--- src/rtl/sha256_msg_schedule.sv ---
// SHA-256 message schedule: streams W[0..63] for one 512-bit block from 16 input words.
// Latency: W0 is on w_out right after the edge that samples data_load; one word per cycle after that.
// Backpressure: none. Input words are taken every edge; a data_load while busy only raises load_err.
module sha256_msg_schedule (
  input  logic        clk,
  input  logic        rst_n,
  input  logic        data_load,
  input  logic [31:0] data_prepro,
  output logic [31:0] w_out,
  output logic [5:0]  w_idx,
  output logic        w_valid,
  output logic        busy,
  output logic        done,
  output logic        load_err
);

  typedef enum logic [1:0] {
    IDLE   = 2'd0,
    LOAD   = 2'd1,
    EXPAND = 2'd2
  } state_t;

  state_t      state, state_nxt;
  logic [5:0]  cnt, cnt_nxt;

  // 16-deep window: win[0] = W[t-16], win[15] = W[t-1]
  logic [31:0] win [16];

  logic [31:0] w_exp;
  logic [31:0] w_out_nxt;
  logic [5:0]  w_idx_nxt;
  logic        w_valid_nxt;
  logic        done_nxt;
  logic        load_err_nxt;
  logic        shift_en;
  logic [31:0] shift_dat;

  function automatic logic [31:0] sigma0(input logic [31:0] x);
    sigma0 = {x[6:0], x[31:7]} ^ {x[17:0], x[31:18]} ^ {3'b000, x[31:3]};
  endfunction

  function automatic logic [31:0] sigma1(input logic [31:0] x);
    sigma1 = {x[16:0], x[31:17]} ^ {x[18:0], x[31:19]} ^ {10'd0, x[31:10]};
  endfunction

  // Expansion term built from the window taps t-2, t-7, t-15, t-16; wraps mod 2^32.
  always_comb begin
    w_exp = sigma1(win[14]) + win[9] + sigma0(win[1]) + win[0];
  end

  // Next-state and next-output decode; outputs fall back to their idle values.
  always_comb begin
    state_nxt    = state;
    cnt_nxt      = cnt;
    w_out_nxt    = 32'd0;
    w_idx_nxt    = 6'd0;
    w_valid_nxt  = 1'b0;
    done_nxt     = 1'b0;
    load_err_nxt = 1'b0;
    shift_en     = 1'b0;
    shift_dat    = data_prepro;
    case (state)
      IDLE: begin
        if (data_load) begin
          w_out_nxt   = data_prepro;
          w_idx_nxt   = 6'd0;
          w_valid_nxt = 1'b1;
          shift_en    = 1'b1;
          cnt_nxt     = 6'd1;
          state_nxt   = LOAD;
        end
      end
      LOAD: begin
        w_out_nxt    = data_prepro;
        w_idx_nxt    = cnt;
        w_valid_nxt  = 1'b1;
        shift_en     = 1'b1;
        load_err_nxt = data_load;
        cnt_nxt      = cnt + 6'd1;
        if (cnt == 6'd15) begin
          state_nxt = EXPAND;
        end
      end
      EXPAND: begin
        w_out_nxt    = w_exp;
        w_idx_nxt    = cnt;
        w_valid_nxt  = 1'b1;
        shift_en     = 1'b1;
        shift_dat    = w_exp;
        load_err_nxt = data_load;
        if (cnt == 6'd63) begin
          done_nxt  = 1'b1;
          cnt_nxt   = 6'd0;
          state_nxt = IDLE;
        end else begin
          cnt_nxt = cnt + 6'd1;
        end
      end
      default: begin
        state_nxt = IDLE;
        cnt_nxt   = 6'd0;
      end
    endcase
  end

  // State and word counter registers.
  always_ff @(posedge clk or negedge rst_n) begin
    if (!rst_n) begin
      state <= IDLE;
      cnt   <= 6'd0;
    end else begin
      state <= state_nxt;
      cnt   <= cnt_nxt;
    end
  end

  // Window shift: new word enters at the top, oldest falls off the bottom.
  // Not cleared between blocks since LOAD rewrites all 16 entries.
  always_ff @(posedge clk or negedge rst_n) begin
    if (!rst_n) begin
      for (int i = 0; i < 16; i++) begin
        win[i] <= 32'd0;
      end
    end else if (shift_en) begin
      for (int i = 0; i < 15; i++) begin
        win[i] <= win[i+1];
      end
      win[15] <= shift_dat;
    end
  end

  // Registered outputs; busy mirrors w_valid by construction.
  always_ff @(posedge clk or negedge rst_n) begin
    if (!rst_n) begin
      w_out    <= 32'd0;
      w_idx    <= 6'd0;
      w_valid  <= 1'b0;
      busy     <= 1'b0;
      done     <= 1'b0;
      load_err <= 1'b0;
    end else begin
      w_out    <= w_out_nxt;
      w_idx    <= w_idx_nxt;
      w_valid  <= w_valid_nxt;
      busy     <= w_valid_nxt;
      done     <= done_nxt;
      load_err <= load_err_nxt;
    end
  end

endmodule

--- config.mk ---
export PLATFORM = sky130hd
export DESIGN_NAME = sha256_msg_schedule
export DESIGN_NICKNAME = d
export VERILOG_FILES = /design/src/rtl/sha256_msg_schedule.sv
export SDC_FILE = /design/constraint.sdc
export NUM_CORES = 1
export LEC_CHECK = 0
export ABC_AREA = 0
export ABC_CLOCK_PERIOD_IN_PS = 10390
export CAP_MARGIN = 40
export CELL_PAD_IN_SITES_DETAIL_PLACEMENT = 1
export CELL_PAD_IN_SITES_GLOBAL_PLACEMENT = 1
export CORE_MARGIN = 3
export CORE_UTILIZATION = 47
export DETAILED_ROUTE_END_ITERATION = 8
export GPL_TIMING_DRIVEN = 0
export PLACE_DENSITY_LB_ADDON = 0.1
export SKIP_CTS_REPAIR_TIMING = 1
export SYNTH_ARGS = -nofsm -noshare
export SYNTH_HDL_FRONTEND = slang
export SYNTH_SLANG_ARGS = --single-unit
--- constraint.sdc ---
create_clock -name clk -period 10.39 [get_ports clk]
set_input_delay 1.039 -clock clk [delete_from_list [all_inputs] [get_ports clk]]
set_output_delay 1.039 -clock clk [all_outputs]
set_load 0.005 [all_outputs]
After elaboration in Yosys (flattened, before gate mapping). Cells that the tools add are included.

Flip-flop bits (word level): 561. Latch bits: 0. Bits in writable memories: 0. Bits in read-only memories: 0. Word-level logic and storage cells: 57. Memories kept: 0.

Add/subtract/negate cells: 4. Multiply operators: 0. Divide/modulo/power cells: 0. $lt $le $gt $ge: 0. Eq/ne operators: 7. Shifts and indexed selects: 0. Muxes and demuxes: 16. Bitwise logic cells: 4. Reductions and logical operators: 3.

Operators by type and width (count): $add 32x32->32 (3); $pmux 32 s3 (1); $mux 32 (2); $xor 32x32->32 (2); $xor 32x22->32 (1); $xor 32x29->32 (1); $mux 6 (3); $pmux 6 s3 (1); $add 6x1->6 const B (1); $eq 6x4->1 const B (1); $eq 6x6->1 const B (1); $mux 2 (3); $ne 2x2->1 const B (3); $pmux 2 s3 (1); $mux 1 (4); $reduce_and 3->1 (1); $eq 2x1->1 const B (1); $eq 2x2->1 const B (1); $logic_not 2->1 (1); $pmux 1 s2 (1); $reduce_or 2->1 (1).

Logic depth before layout (Yosys ltp).
Depth in word-level cells: 6. Gate-level depth with buffers: 17.

Least setup slack after synthesis. Ideal clock, no wire load.

Path type: flip-flop to flip-flop. From: register win[50] in the netlist's numbering. To: register win[31] in the netlist's numbering. Setup time: 0.101 ns. Arrival: 3.993 ns. Required time: 10.289 ns. Setup slack: 6.296 ns. Stages on the path, launching flop included: 17. Path buffers: 1. Period minus slack after synthesis: 4.094 ns. Cell sequence: dfrtp_1 > clkbuf_1 > xor2_1 > xnor2_1 > fa_1 > fa_1 > inv_1 > ha_1 > fa_1 > a21o_1 > a221oi_2 > o211ai_1 > a21oi_1 > o31ai_1 > a41o_1 > xnor2_1 > o32ai_1.

Cells in the longest elaborated chain, start to end: 6.

RTL lines: from (decl) (RTL line 27) `logic [31:0] win [16];`; from (signal, indexed assignment) (RTL line 126) `win[i] <= win[i+1];`; $xor 32x32->32 (RTL line 43) `sigma1 = {x[16:0], x[31:17]} ^ {x[18:0], x[31:19]} ^ {10'd0, x[31:10]};`; $xor 32x22->32 * (RTL line 43); $add 32x32->32 * (3 in a row) (RTL line 48) `w_exp = sigma1(win[14]) + win[9] + sigma0(win[1]) + win[0];`; $mux 32 * (RTL line 62) `case (state)`.

Every way passes the cells marked *; elsewhere a longest branch is shown, timed or not. A chain may end at the register's enable or synchronous reset.

Final worst setup path.
From: register win[60] in the netlist's numbering. To: register win[27] in the netlist's numbering.

Same word-level chain as after synthesis.

==> results_dict.tcl <==
set metrics [dict create \
    status "complete, no violations" \
    gr-usage-all-layers 0.2868 \
    critical_path.max_fanout 6 \
    io_pins 77 \
    layout_common_cells "nand2_1, dfrtp_1, clkbuf_1" \
    avgRoutedWirePerCell_um 21.43 \
    synth_area_leaders "dfrtp_1, nand2_1, fa_1, xnor2_1, o21ai_0" \
    gp_congestion 0.9126 \
    dr_wl_met2_mm 39.07 \
    chipWidth_um 239.2 \
    syn_inst 2836 \
    clkLatencyLatePin_ns 0.64 \
    viasPerCell 5.259 \
    async_flop_share 1.000 \
    vias 19541 \
    final_common_cell "nand2_1" \
    path_delay_family "adder cells" \
    hp-class "primary input to asynchronous set/reset pin" \
    htreeDepth 2 \
    placed_cells 3607 \
    highest_layer "met4" \
    path_buf_inv 2 \
    coreArea_sq_um 53180 \
    crit_path_end_kind "register" \
    path_clk_slew_ns 0.06 \
    antenna_found_initial 0 \
    setup_viol 0 \
    fin_area_sq_um 29330 \
    synth_area_leader_cell "dfrtp_1" \
    ys.flop_type "dfrtp_1" \
    grt_pass1_vias 21474 \
    grt_max_degree 123 \
    placed_cell_area_sq_um 27330 \
    wl_mm 79.62 \
    slowest_delay_ns 0.85 \
    ctsRootBufferMaster "clkbuf_16" \
    fin_crit_ns 5.060 \
    cts_max_path_buffers 3 \
    fin_cells 3716 \
    synth_top_area_share 0.5493 \
    crit_chain "clkbuf_1 > xor2_1 > xnor2_1 > fa_1 > fa_1 > inv_1 > ha_1 > nand4_1 > o41ai_1 > a221oi_1 > xnor2_1 > nand2_1 > a21oi_1" \
    fin_nets 3113 \
    ys_ff_latch 561 \
    fp-row-count 84 \
    finalClockSkew_ns 0.02310 \
    arrival_ns 5.62 \
    finalHoldViolations 0 \
    drt_first_pass_iters 5 \
    ys_seq_area_frac 0.5493 \
    crit_type "register to register" \
    met1_length_mm 34.55 \
    die-height_um 239.2 \
    clock_sinks 561 \
    n_antenna_cell 0 \
    grt_overflow_total 0 \
    fmax_mhz 197.6 \
    fillers 6180 \
    ant_nets 0 \
    drtIter0Drc 1240 \
    holdWs_ns 0.4403 \
    syn-num-nets 2969 \
    grt_pass1_wl_mm 124.9 \
    cts_tree "yes" \
    initial_core_util 0.4806 \
    cp.required_ns 10.95 \
    maxCapViolations 0 \
    portBuffers 76 \
    period_share 0.4870 \
    synth_edf_count 0 \
    slew_headroom 0.4154 \
    synthToLayoutAreaGrowth_pct 14.77 \
    netlist_area_sq_um 25560 \
    tightest_slew_ns 0.8768 \
    drc 0 \
    syn_avg_cell_area_sq_um 9.012 \
    start_kind "register" \
    synth.distinct_cells 59 \
    maxSlewViolCount 0 \
    yosysWarnings 0 \
    cts_buffers 59 \
    wl_met3_mm 3.235 \
    drive_gt1_frac 0.04557 \
    slowest_stage "o41ai_1" \
    rsz0062_at_grt "false" \
    dp_hpwl_mm 60.23 \
    die-area_sq_um 57210 \
]
[flip-flops by register name, summed over array words and instances, names as in the netlist]
name,flops
win,512
done,1
busy,1
w_out,32
cnt,6
load_err,1
w_idx,6
state,2
[kinds of logic (layout without fill, tap and decap cells)]
kind of cell,Yosys count,after routing,share of synthesized area
simple gates,1442,1442,0.2173
flops,561,561,0.5493
buf+inv,305,497,0.04597
mux,14,14,0.005483
compound gates,268,268,0.06502
xor+xnor,148,148,0.05072
fa+ha+maj,98,98,0.06619
[stage by stage]
stage,setup WS (ns),util,setup TNS (ns)
2_1_floorplan,6.296,-,0
3_3_place_gp,-16.40,0.5111,-9163.49
3_5_place_dp,5.444,0.5139,0
4_1_cts,5.393,0.5515,0
5_1_grt,5.125,0.5515,0
6_report,5.330,0.5515,0
[worst reg2reg max path, stage by stage, from the launching register on]
cell and delay [ns]:
dfrtp_1 0.33, clkbuf_1 0.30, xor2_1 0.13, xnor2_1 0.55, fa_1 0.57, fa_1 0.53
inv_1 0.05, ha_1 0.40, nand4_1 0.28, o41ai_1 0.85, a221oi_1 0.21, xnor2_1 0.51
nand2_1 0.12, a21oi_1 0.15
[layout make-up]
| class | instances | area, sq um | area share |
|---|---|---|---|
| well taps | 688 | 860.8 | 0.02935 |
| repair buffers | 83 | 913.4 | 0.03114 |
| clock inverters | 15 | 222.7 | 0.007593 |
| plain buffers | 175 | 686.9 | 0.02342 |
| clock buffers | 94 | 1778 | 0.06062 |
| multi-input cells | 1970 | 10340 | 0.3526 |
| flip-flops and latches | 561 | 14040 | 0.4786 |
| inverters | 130 | 488.0 | 0.01664 |
[final timing paths]
path / start / endpoint / slack (ns) / cells after the start
max: win[60]$_DFFE_PN0P_ / win[27]$_DFFE_PN0P_ / 5.33 / 13
min: rst_n / win[360]$_DFFE_PN0P_ / 0.44 / 1
max reg2reg: win[60]$_DFFE_PN0P_ / win[27]$_DFFE_PN0P_ / 5.33 / 13
min reg2reg: win[296]$_DFFE_PN0P_ / win[328]$_DFFE_PN0P_ / 0.46 / 2
max in group asynchronous: rst_n / win[33]$_DFFE_PN0P_ / 8.41 / 3
min in group clk: win[296]$_DFFE_PN0P_ / win[328]$_DFFE_PN0P_ / 0.46 / 2
[layer usage]
| metal | vias to the layer above | global-route usage |
|---|---|---|
| met5 | - | 0 |
| met1 | 9961 | 0.3804 |
| met3 | 137 | 0.04018 |
| met4 | 0 | 0.09731 |
| li1 | 9094 | - |
| met2 | 349 | 0.4883 |
[cell usage after synthesis (all sizes together) (4+ instances only)]
| library cell | count |
|---|---|
| or2 | 4 |
| nor2 | 47 |
| nand2 | 1330 |
| clkbuf | 149 |
| a22o | 17 |
| nor3 | 11 |
| dfrtp | 561 |
| nand4 | 6 |
| a221o | 4 |
| a21oi | 57 |
| and3 | 9 |
| nand3 | 13 |
| o21ai | 127 |
| o31ai | 6 |
| buf | 26 |
| nand2b | 5 |
| fa | 62 |
| inv | 129 |
| a21o | 15 |
| mux2i | 14 |
| ha | 36 |
| and2 | 7 |
| xnor2 | 89 |
| xor2 | 59 |
| a31oi | 8 |
| a22oi | 10 |
Power is left out: the tool's default activity adds up to more than one toggle a clock period on the data nets, which glitch-free logic cannot reach.
